## config.mk

```make
export PLATFORM = sky130hd
export DESIGN_NAME = serial_tx
export DESIGN_NICKNAME = d
export VERILOG_FILES = /design/src/rtl/serial_pkg.sv /design/src/rtl/serial_tx_bit_timer.sv /design/src/rtl/serial_tx.sv
export SDC_FILE = /design/constraint.sdc
export NUM_CORES = 1
export LEC_CHECK = 0
export BUFFER_PORTS_ARGS = -buffer_cell sky130_fd_sc_hd__buf_2
export CORE_ASPECT_RATIO = 1.5
export CORE_MARGIN = 2
export CORE_UTILIZATION = 35
export DETAILED_ROUTE_END_ITERATION = 12
export SLEW_MARGIN = 10
export SYNTH_ARGS = -nofsm -noshare
export SYNTH_HDL_FRONTEND = slang
export SYNTH_SLANG_ARGS = --single-unit
```

## constraint.sdc

```tcl
create_clock -name clock -period 2.3 [get_ports clock]
set_clock_uncertainty 0.15 [all_clocks]
set_input_delay 0.23 -clock clock [delete_from_list [all_inputs] [get_ports clock]]
set_output_delay 0.23 -clock clock [all_outputs]
set_load 0.03 [all_outputs]
```

## src/rtl/serial_pkg.sv

```systemverilog
// Shared types and line levels for the serial transmitter.
package serial_pkg;

    typedef enum logic [2:0] {
        IDLE,
        START,
        DATA,
        STOP,
        PARITY
    } tx_state_t;

    localparam logic START_BIT  = 1'b0;
    localparam logic STOP_BIT   = 1'b1;
    localparam logic IDLE_LEVEL = 1'b1;

endpackage

```

## src/rtl/serial_tx_bit_timer.sv

```systemverilog
// Divide-by-N bit timer: bit_done pulses on the last cycle of every bit period.
module bit_timer #(
    parameter int CYCLES_PER_BIT = 3975
) (
    input  logic clock,
    input  logic reset_L,
    input  logic clear,
    input  logic en,
    output logic bit_done
);

    localparam int CW = (CYCLES_PER_BIT > 1) ? $clog2(CYCLES_PER_BIT) : 1;
    localparam logic [CW-1:0] LAST = CW'(CYCLES_PER_BIT - 1);

    logic [CW-1:0] count_q;

    assign bit_done = en && (count_q == LAST);

    // Counter rests at zero while disabled so every bit starts a full period.
    always_ff @(posedge clock or negedge reset_L) begin
        if (!reset_L) begin
            count_q <= '0;
        end else if (clear || !en) begin
            count_q <= '0;
        end else if (count_q == LAST) begin
            count_q <= '0;
        end else begin
            count_q <= count_q + 1'b1;
        end
    end

endmodule

```

## src/rtl/serial_tx.sv

```systemverilog
// Start/data(LSB first)/stop serial transmitter with valid/ready input.
// Define SERIAL_TX_PARITY_EN to append an even-parity bit after the data bits.
module serial_tx
    import serial_pkg::*;
#(
    parameter int WIDTH          = 8,
    parameter int CYCLES_PER_BIT = 3975
) (
    input  logic             clock,
    input  logic             reset_L,
    input  logic [WIDTH-1:0] data,
    input  logic             valid,
    output logic             ready,
    output logic             serial_out,
    output logic             busy
);

    localparam int IW = $clog2(WIDTH + 1);
    localparam logic [IW-1:0] LAST_IDX = IW'(WIDTH - 1);

    tx_state_t        state_q;
    logic [WIDTH-1:0] shiftReg_q;
    logic [IW-1:0]    bitIdx_q;
    logic             serialOut_q;
`ifdef SERIAL_TX_PARITY_EN
    logic             parity_q;
`endif

    logic handshake;
    logic timerEn;
    logic bitDone;

    assign ready      = (state_q == IDLE);
    assign busy       = ~ready;
    assign serial_out = serialOut_q;
    assign handshake  = valid && ready;
    assign timerEn    = (state_q != IDLE);

    bit_timer #(
        .CYCLES_PER_BIT(CYCLES_PER_BIT)
    ) u_bitTimer (
        .clock   (clock),
        .reset_L (reset_L),
        .clear   (handshake),
        .en      (timerEn),
        .bit_done(bitDone)
    );

    // The line level for the next bit is loaded together with the state change,
    // so serial_out always comes straight from a flop.
    always_ff @(posedge clock or negedge reset_L) begin
        if (!reset_L) begin
            state_q     <= IDLE;
            shiftReg_q  <= '0;
            bitIdx_q    <= '0;
            serialOut_q <= IDLE_LEVEL;
`ifdef SERIAL_TX_PARITY_EN
            parity_q    <= 1'b0;
`endif
        end else begin
            case (state_q)
                IDLE: begin
                    serialOut_q <= IDLE_LEVEL;
                    if (handshake) begin
                        shiftReg_q  <= data;
                        bitIdx_q    <= '0;
                        state_q     <= START;
                        serialOut_q <= START_BIT;
`ifdef SERIAL_TX_PARITY_EN
                        parity_q    <= ^data;
`endif
                    end
                end
                START: begin
                    if (bitDone) begin
                        state_q     <= DATA;
                        serialOut_q <= shiftReg_q[0];
                    end
                end
                DATA: begin
                    if (bitDone) begin
                        shiftReg_q <= shiftReg_q >> 1;
                        bitIdx_q   <= bitIdx_q + 1'b1;
                        if (bitIdx_q == LAST_IDX) begin
`ifdef SERIAL_TX_PARITY_EN
                            state_q     <= PARITY;
                            serialOut_q <= parity_q;
`else
                            state_q     <= STOP;
                            serialOut_q <= STOP_BIT;
`endif
                        end else begin
                            serialOut_q <= shiftReg_q[1];
                        end
                    end
                end
`ifdef SERIAL_TX_PARITY_EN
                PARITY: begin
                    if (bitDone) begin
                        state_q     <= STOP;
                        serialOut_q <= STOP_BIT;
                    end
                end
`endif
                STOP: begin
                    if (bitDone) begin
                        state_q     <= IDLE;
                        serialOut_q <= IDLE_LEVEL;
                    end
                end
                default: begin
                    state_q     <= IDLE;
                    serialOut_q <= IDLE_LEVEL;
                end
            endcase
        end
    end

endmodule
```

==> results of run 1 <==
[metal layers]
layer	vias up	routed length, um
met1	490	1160
li1	503	-
met2	28	1450
met3	6	114
met4	0	32
met5	-	0
[registers in the layout, summed over array words and instances (netlist names)]
name	cells
shiftReg_q	8
serial_out	1
state_q	2
u_bitTimer.count_q	12
bitIdx_q	4
[cells by family (layout without fill, tap and decap cells)]
logic type               after synthesis  in the layout  synth area share (%)
multiplexers                          18             18                  14.8
AND/OR/NAND/NOR                       48             48                  17.9
AO/OA/AOI/OAI                         10             11                  4.71
XOR/XNOR                              11             11                  6.36
flip-flops                            27             27                  44.7
buffers and inverters                 12             29                  4.13
adder cells (fa/ha/maj)                9              9                  7.44
[layout by cell type, fill, tap and decap left out, types with 2 or more instances in the layout]
cell type   n
nor2_1     14
mux2_1      2
nand2_1     7
inv_1       8
buf_2      13
mux2_2      9
nor2b_1     2
nand4_1     5
xor2_1      5
dfrtp_1    26
a21oi_1     3
o211ai_1    2
nor3_1      4
mux2_4      6
nand3_1     5
xnor2_1     6
clkbuf_8    3
ha_1        9
nand3b_1    2
buf_4       3
[stage by stage]
stage	utilization (%)	hold WS (ns)	cell area [sq um]	power, mW	std cells
3_5_place_dp	38.6	0.126	1630	1.60	193
3_3_place_gp	38.6	0.112	1630	1.55	193
6_report	40.2	0.163	1690	1.85	199
2_1_floorplan	-	-0.216	1510	1.41	135
4_1_cts	40.0	0.161	1680	1.87	198
5_1_grt	40.2	0.167	1690	2.00	199
[power groups by stage]
stage	clock [mW]	sequential (mW)	combinational, mW
final	0.264	0.750	0.838
after global routing	0.292	0.771	0.937
after CTS	0.281	0.749	0.843
after detailed placement	0	0.758	0.840
after global placement	0	0.747	0.807
after floorplan	0	0.745	0.666
[final cells by class]
| type | instances | area [sq um] | share of cell area [%] |
|---|---|---|---|
| inverters | 8 | 30.0 | 1.78 |
| multi-input cells | 97 | 783 | 46.3 |
| repair buffers | 17 | 97.6 | 5.77 |
| clock buffers | 4 | 45.0 | 2.66 |
| flip-flops and latches | 27 | 677 | 40.0 |
| well taps | 46 | 57.6 | 3.40 |
[timing repair]
item | in CTS | in global routing
hold buffers | 1 | 0
endpoints found under the hold margin | 26 | 0
endpoints found under the setup margin | 0 | 1
[critical path, delay by kind of cell (launching register included)]
kind	cells	cell delay, ns
simple gates	2	0.92
compound gates	1	0.26
flops	1	0.43
mux	1	0.31
[how the worst min path moves through the flow]
stage             from                   endpoint  slack, ns  cells past startpoint
4_1_cts        data[0]  shiftReg_q[0]$_DFFE_PN0P_       0.16                      3
3_5_place_dp   reset_L  shiftReg_q[7]$_DFFE_PN0P_       0.13                      1
6_report       data[0]  shiftReg_q[0]$_DFFE_PN0P_       0.16                      3
3_3_place_gp   reset_L  shiftReg_q[6]$_DFFE_PN0P_       0.11                      1
5_1_grt        data[5]  shiftReg_q[5]$_DFFE_PN0P_       0.17                      3
2_1_floorplan  reset_L    bitIdx_q[0]$_DFFE_PN0P_      -0.22                      0
==> impl.org, run 1 <==
** Outcome
- Run status :: finished clean

** Pwr
- Cell area power density :: 1100 nW/um^2
- Register share of total power :: 40.5%
- Switching share of total power :: 37.1%
- Logic pwr share :: 45.3%
- Internal power contribution :: 1.16 mW
- The clock network accounts for between 10% and 20% of the total power.
- P_sw :: about 0.69 mW
- Summed over all cells, the static leakage comes to 0.763 nW.
- IR analysis of the VDD net gives a maximum drop of about 800 uV.

** Timing
- For the pin with the worst max-slew slack, the measured transition is 0.616 ns.
- Setup repair after global routing missed its margin :: false
- Top achievable clock speed :: 458 MHz
- Normalized max-slew margin :: approximately three fifths
- Summed over all failing endpoints, the final setup total negative slack is 0 ns.
- Final-report hold violation count :: 0
- Period minus WS final :: 2.18 ns
- Setup violations remaining at the end of the flow were counted as 0.
- Minimum setup slack in the final design :: 0.116 ns
- After layout, the worst path uses a little over nine tenths of the clock period.
- The number of slew-limit violations in the final report is 0.

** Routing
- Summed over all layers, the routed wires come to 2760 um.
- Starting DRT DRC Count :: 34
- After detailed routing, the number of vias per cell comes to 5.16.
- The detailed router placed 1027 vias in this run.
- Post-route DRC :: 0
- Once detail routing completed, the nets flagged for antenna violations numbered 0.
- The first detailed-routing pass took 4 iterations.
- Dividing the detail-routed wire length by the instance count gives about 14 um.

** Setup path
- Maximum cell stage delay along the critical path :: 0.56 ns
- Crit path max fanout :: 6
- Reg-to-reg critical path startpoint :: u_bitTimer.count_q[4]$_DFF_PN0_
- Element type at the critical path end :: flop
- The critical path starts at u_bitTimer.count_q[4]$_DFF_PN0_.
- Crit path cell chain :: or4b_4, nor4_4, a31o_2, mux2_4
- Cell depth of the worst flop-to-flop path :: 4
- The endpoint identified for the worst register-to-register timing path is shiftReg_q[1]$_DFFE_PN0P_.
- The slowest stage of the critical path belongs to the cell or4b_4.
- Across all register-to-register paths, the minimum setup slack is 0.12 ns.
- Classification of the worst setup path :: reg2reg
- STA classifies the critical path startpoint as a flop.
- For the worst setup path, the data required time is 2.31 ns.
- Arrival time at the worst endpoint :: 2.19 ns
- In this run the worst setup path terminates at shiftReg_q[1]$_DFFE_PN0P_.

** Placement
- At the placement stage, the worst setup path has a slack of between 0.09 and 0.1 ns.
- After legalization and detailed placement, the total HPWL measured approximately 2000 um.
- Final weighted congestion in routability-driven placement :: 0.846
- Buffers placed on the I/O ports in this run total 13.

** GRT
- The initial antenna violation count came to 0.
- Global routing usage on met2 :: 22.2%
- Met3 demand-to-capacity share in global routing :: between 2 and 2.5%
- Global-route wire length before repair :: between 4000 and 5000 um
- Global-route layer with the greatest usage :: met2
- Overall overflow remaining after global route :: 0
- Global router's overall resource usage :: between 10% and 20%
- The via count of the first global-routing pass was ~1100.
- For met1 alone, demand over resource in global routing was 14.0%.
- Entering global routing, the biggest net connects 28 pins.

** Synth
- Sequential cells were found to cover 44.7% of the synthesized design area.
- In the synthesized netlist, the cells that appear most often are dfrtp_1, nor2_1, ha_1, mux2_2, inv_1.
- In this run the cell area of the synthesized design comes to approximately 1500 sq um.
- Post-synth top area share :: 43.0%
- The biggest area contributor in the post-synthesis netlist is dfrtp_1.
- Leading cell type by number of instances after synthesis :: dfrtp_1
- Prevailing post-synth register cell :: dfrtp_1
- Synthesis produced a netlist with a net count of 155.
- Top cells by area in the synthesized netlist :: dfrtp_1, ha_1, mux2_2
- Synthesis instantiated 36 different standard cells from the library.
- Total of flip-flops plus latches after synthesis :: 27
- Post-synthesis average cell area :: between 10 and 15 sq um
- Number of warning messages in the yosys log :: 0
- EDFF count, synth :: 0
- Of all flip-flops after synthesis, the portion carrying an async set or reset was 100%.
- In the synthesized netlist, the number of instances is 135.

** CTS
- Once the clock tree was built, the resizer swapped 0 gates to a different size.
- CTS built an H-tree with a depth of 1.
- CTS Root Cell :: clkbuf_8
- The clock passes through at most 2 buffers.
- Number of clock sinks seen by CTS :: 27
- Cts bufs inserted :: 3
- Latest clock arrival within the worst-skew pair :: 0.26 ns
- Clock tree from TritonCTS :: yes
- In this run the post-CTS setup repair buffer count came out at 0.
- Clock-pin slew was measured on the worst setup and hold paths at 0.09 ns.

** Final layout
- Net count reported at finish :: 174
- Counting the fill cells in the layout gives 427.
- Antenna diode instance count :: 0
- Fraction of layout instances using a drive strength above 1 :: 26.8%
- Area Growth Syn to Fin :: 11.7%

** Die
- Placement row count :: 29
- For this design the top-level I/O count stands at 14.
- The floorplan step defined a die boundary enclosing 4880 sq um.
- Die Height :: 84.6 um
- In this run the horizontal extent of the chip is 57.7 um.
- Initial Util :: 36.0%
- Area of the placeable core :: 4210 sq um

** Run
- Max-cap violations in this run came to 0.

** Worst hold path
- Worst Hold Class :: in2reg
(Power assumes the default switching activity.)
==> run 2, diff against run 1 <==
--- a/config.mk
+++ b/config.mk
@@ -10,6 +10,7 @@
 export CORE_MARGIN = 2
 export CORE_UTILIZATION = 35
 export DETAILED_ROUTE_END_ITERATION = 12
+export MAX_ROUTING_LAYER = met4
 export SLEW_MARGIN = 10
 export SYNTH_ARGS = -nofsm -noshare
 export SYNTH_HDL_FRONTEND = slang
==> run 2 against run 1 <==
  * Via count up 0.58%
  * Largest cell class unchanged
  * Die area unchanged
  * Sequential power hardly changed
  * Non-clock buffer count did not move
  * Flip-flop and latch count did not move
  * Highest routed layer unchanged
  * Hold slack is essentially flat
  * Critical endpoint unchanged
==> impl.org, run 2 (synthesized netlist as in run 1, its figures left out) <==
** Final layout
- Area Growth Syn to Fin :: 11.7% (unchanged)
- The top cell types in the final layout, fill and taps aside, are dfrtp_1, nor2_1, buf_2.
- Fill cell instance count of the final layout :: 427 (unchanged)
- Largest register FFs :: 12 (unchanged)
- Post-route non-filler standard cell count :: 199 (unchanged)
- The final core area utilization came to 40.2% (unchanged).
- The number of nets in the layout was 174 (unchanged).
- Final Instance Area :: 1690 sq um (unchanged)
- Fraction of layout instances using a drive strength above 1 :: 26.8% (unchanged)
- Register name with the most flops :: u_bitTimer.count_q
- The library cell used most frequently in the layout, excluding fill and tap cells, is dfrtp_1.
- Largest regs :: u_bitTimer.count_q x12, shiftReg_q x8, bitIdx_q x4
- The antenna cell count is 0 (unchanged).

** CTS
- The number of instances resized during post-cts repair was 0 (unchanged).
- CTS Root Cell :: clkbuf_8
- Latest clock arrival within the worst-skew pair :: 0.26 ns (about the same)
- Clock transition time at the flip-flop clock pins of the worst setup and hold paths :: 0.09 ns (about the same)
- TritonCTS built the clock tree.
- The number of sinks driven by the clock tree is 27 (unchanged).
- The number of buffers created by CTS was 3 (unchanged).
- Post-CTS setup repair buffer count :: 0 (unchanged)
- Deepest level of the CTS H-tree :: 1 (unchanged)
- The maximum clock path buffer count came to 2 (unchanged).

** Die
- The die outline width was 57.7 um (unchanged).
- Area of the placeable core :: 4210 sq um (unchanged)
- Total I/O pin count :: 14 (unchanged)
- Initial Util :: 36.0% (unchanged)
- The row count is 29 (unchanged).
- Die Height :: 84.6 um (unchanged)
- The floorplan die area is 4880 sq um (unchanged).

** Routing
- The total iterations of the first detailed-routing run was 4 (unchanged).
- The total wirelength of the detailed-routed design came to 2770 um (+0.25%).
- Post-DRT Antenna Nets :: 0 (unchanged)
- The vias per cell came to 5.19 (+0.58%).
- The wire length per cell is 13.9 um (+0.25%).
- Post-route DRC :: 0 (unchanged)
- Vias after detailed routing :: 1033 (+0.58%)
- The iteration-0 DRC count of the detailed router is 32 (-5.9%).

** Setup path
- The worst setup path is captured at a flop.
- Startpoint type of the worst setup path :: flop
- The setup path with the least slack is of type reg2reg.
- The arrival time reported for the critical path endpoint is 2.19 ns (about the same).
- The worst-path maximum fanout is 6 (unchanged).
- Cell depth of the worst flop-to-flop path :: 4 (unchanged)
- The required time of the critical path is 2.31 ns (about the same).

** Timing
- Worst hold-check slack :: 0.164 ns (+0.000316 ns)
- Setup repair after global routing left no endpoint under its margin.
- The final period demand of the worst path is 2.18 ns (+0.000816 ns).
- Final-report hold violation count :: 0 (unchanged)
- The setup total negative slack was 0 ns (unchanged).
- Fin crit share :: 95.0% (about the same)
- Normalized max-slew margin :: 59.0% (+0.10 points)
- The least setup slack across all paths after layout was 0.115 ns (-0.000816 ns).
- The transition at the pin with the smallest max-transition slack is 0.615 ns (-0.00156 ns).
- The achievable clock frequency came to 458 MHz (about the same).
- The number of slew-limit violations in the final report is 0 (unchanged).
- The number of setup violations in the final report was 0 (unchanged).

** Placement
- The routability congestion estimate from global placement is 0.859 (+1.6%).
- Placement Cell Area :: 1630 sq um (unchanged)
- Post-placement worst setup slack :: 0.0956 ns (unchanged)
- The number of placed instances with taps included is 193 (unchanged).
- The HPWL after detailed placement is 2040 um (unchanged).
- The number of port buffers came to 13 (unchanged).

** Run
- Number of maximum-capacitance constraint violations :: 0 (unchanged)

** Pwr
- The leakage power is 0.763 nW (unchanged).
- Total Power :: 1.85 mW (about the same)
- The worst voltage drop across the vdd grid came to 800 uV (+0.22%).
- The ratio of total power to cell area was 1100 nW/um^2 (about the same).

** GRT
- The initial antenna violation count came to 0 (unchanged).
- Global-route wire length before repair :: 4750 um (+0.15%)
- The via count of the first global-routing pass was 1113 (-0.27%).
- Maximum number of pins on one net before global-route repair :: 28 (unchanged)
- The sum of overflow across all layers after global routing is 0 (unchanged).
- The overall track demand over capacity in global routing was 12.4% (+0.38 points).

** Worst hold path
- The number of cells on the worst hold path came to 3 (unchanged).
- Worst Hold Class :: in2reg

** Outcome
- Run status :: finished clean
## run 2: layer usage
layer	share of wire [%]	vias up	global-route usage (%)
li1	-	503	-
met5	0	-	-
met4	1.0	0	2.75
met1	42	493	14.2
met3	3.8	4	1.85
met2	53	33	22.2
## run 2: worst paths after layout
check / slack [ns] / endpoint / startpoint
max reg2reg: 0.12 / shiftReg_q[1]$_DFFE_PN0P_ / u_bitTimer.count_q[4]$_DFF_PN0_
min reg2reg: 0.36 / shiftReg_q[0]$_DFFE_PN0P_ / shiftReg_q[0]$_DFFE_PN0P_
min in group asynchronous: 0.35 / shiftReg_q[7]$_DFFE_PN0P_ / reset_L
max in group asynchronous: 1.25 / u_bitTimer.count_q[5]$_DFF_PN0_ / reset_L
max: 0.12 / shiftReg_q[1]$_DFFE_PN0P_ / u_bitTimer.count_q[4]$_DFF_PN0_
min: 0.16 / shiftReg_q[0]$_DFFE_PN0P_ / data[0]
## run 2: report_power, final
part / switching (mW) / internal, mW
combinational: 0.427 / 0.411
sequential: 0.121 / 0.629
clock: 0.140 / 0.124
total: 0.688 / 1.16
## run 2: what timing repair did
item                                    4_1_cts  5_1_grt
hold endpoints to repair                     26        0
endpoints found under the setup margin        0        1
hold buffers                                  1        0
## run 2: cell type report
class                      count  area, sq um  share of cell area [%]
tap                           46         57.6                    3.40
timing repair buffer          17         97.6                    5.77
inverter                       8         30.0                    1.78
sequential                    27          677                    40.0
clock buffer                   4         45.0                    2.66
multi-input combinational     97          783                    46.3
## run 2: critical path, cell delays in order (launching register included)
cell and delay (ns):
dfrtp_1 0.43, or4b_4 0.56, nor4_4 0.36, a31o_2 0.26
mux2_4 0.31
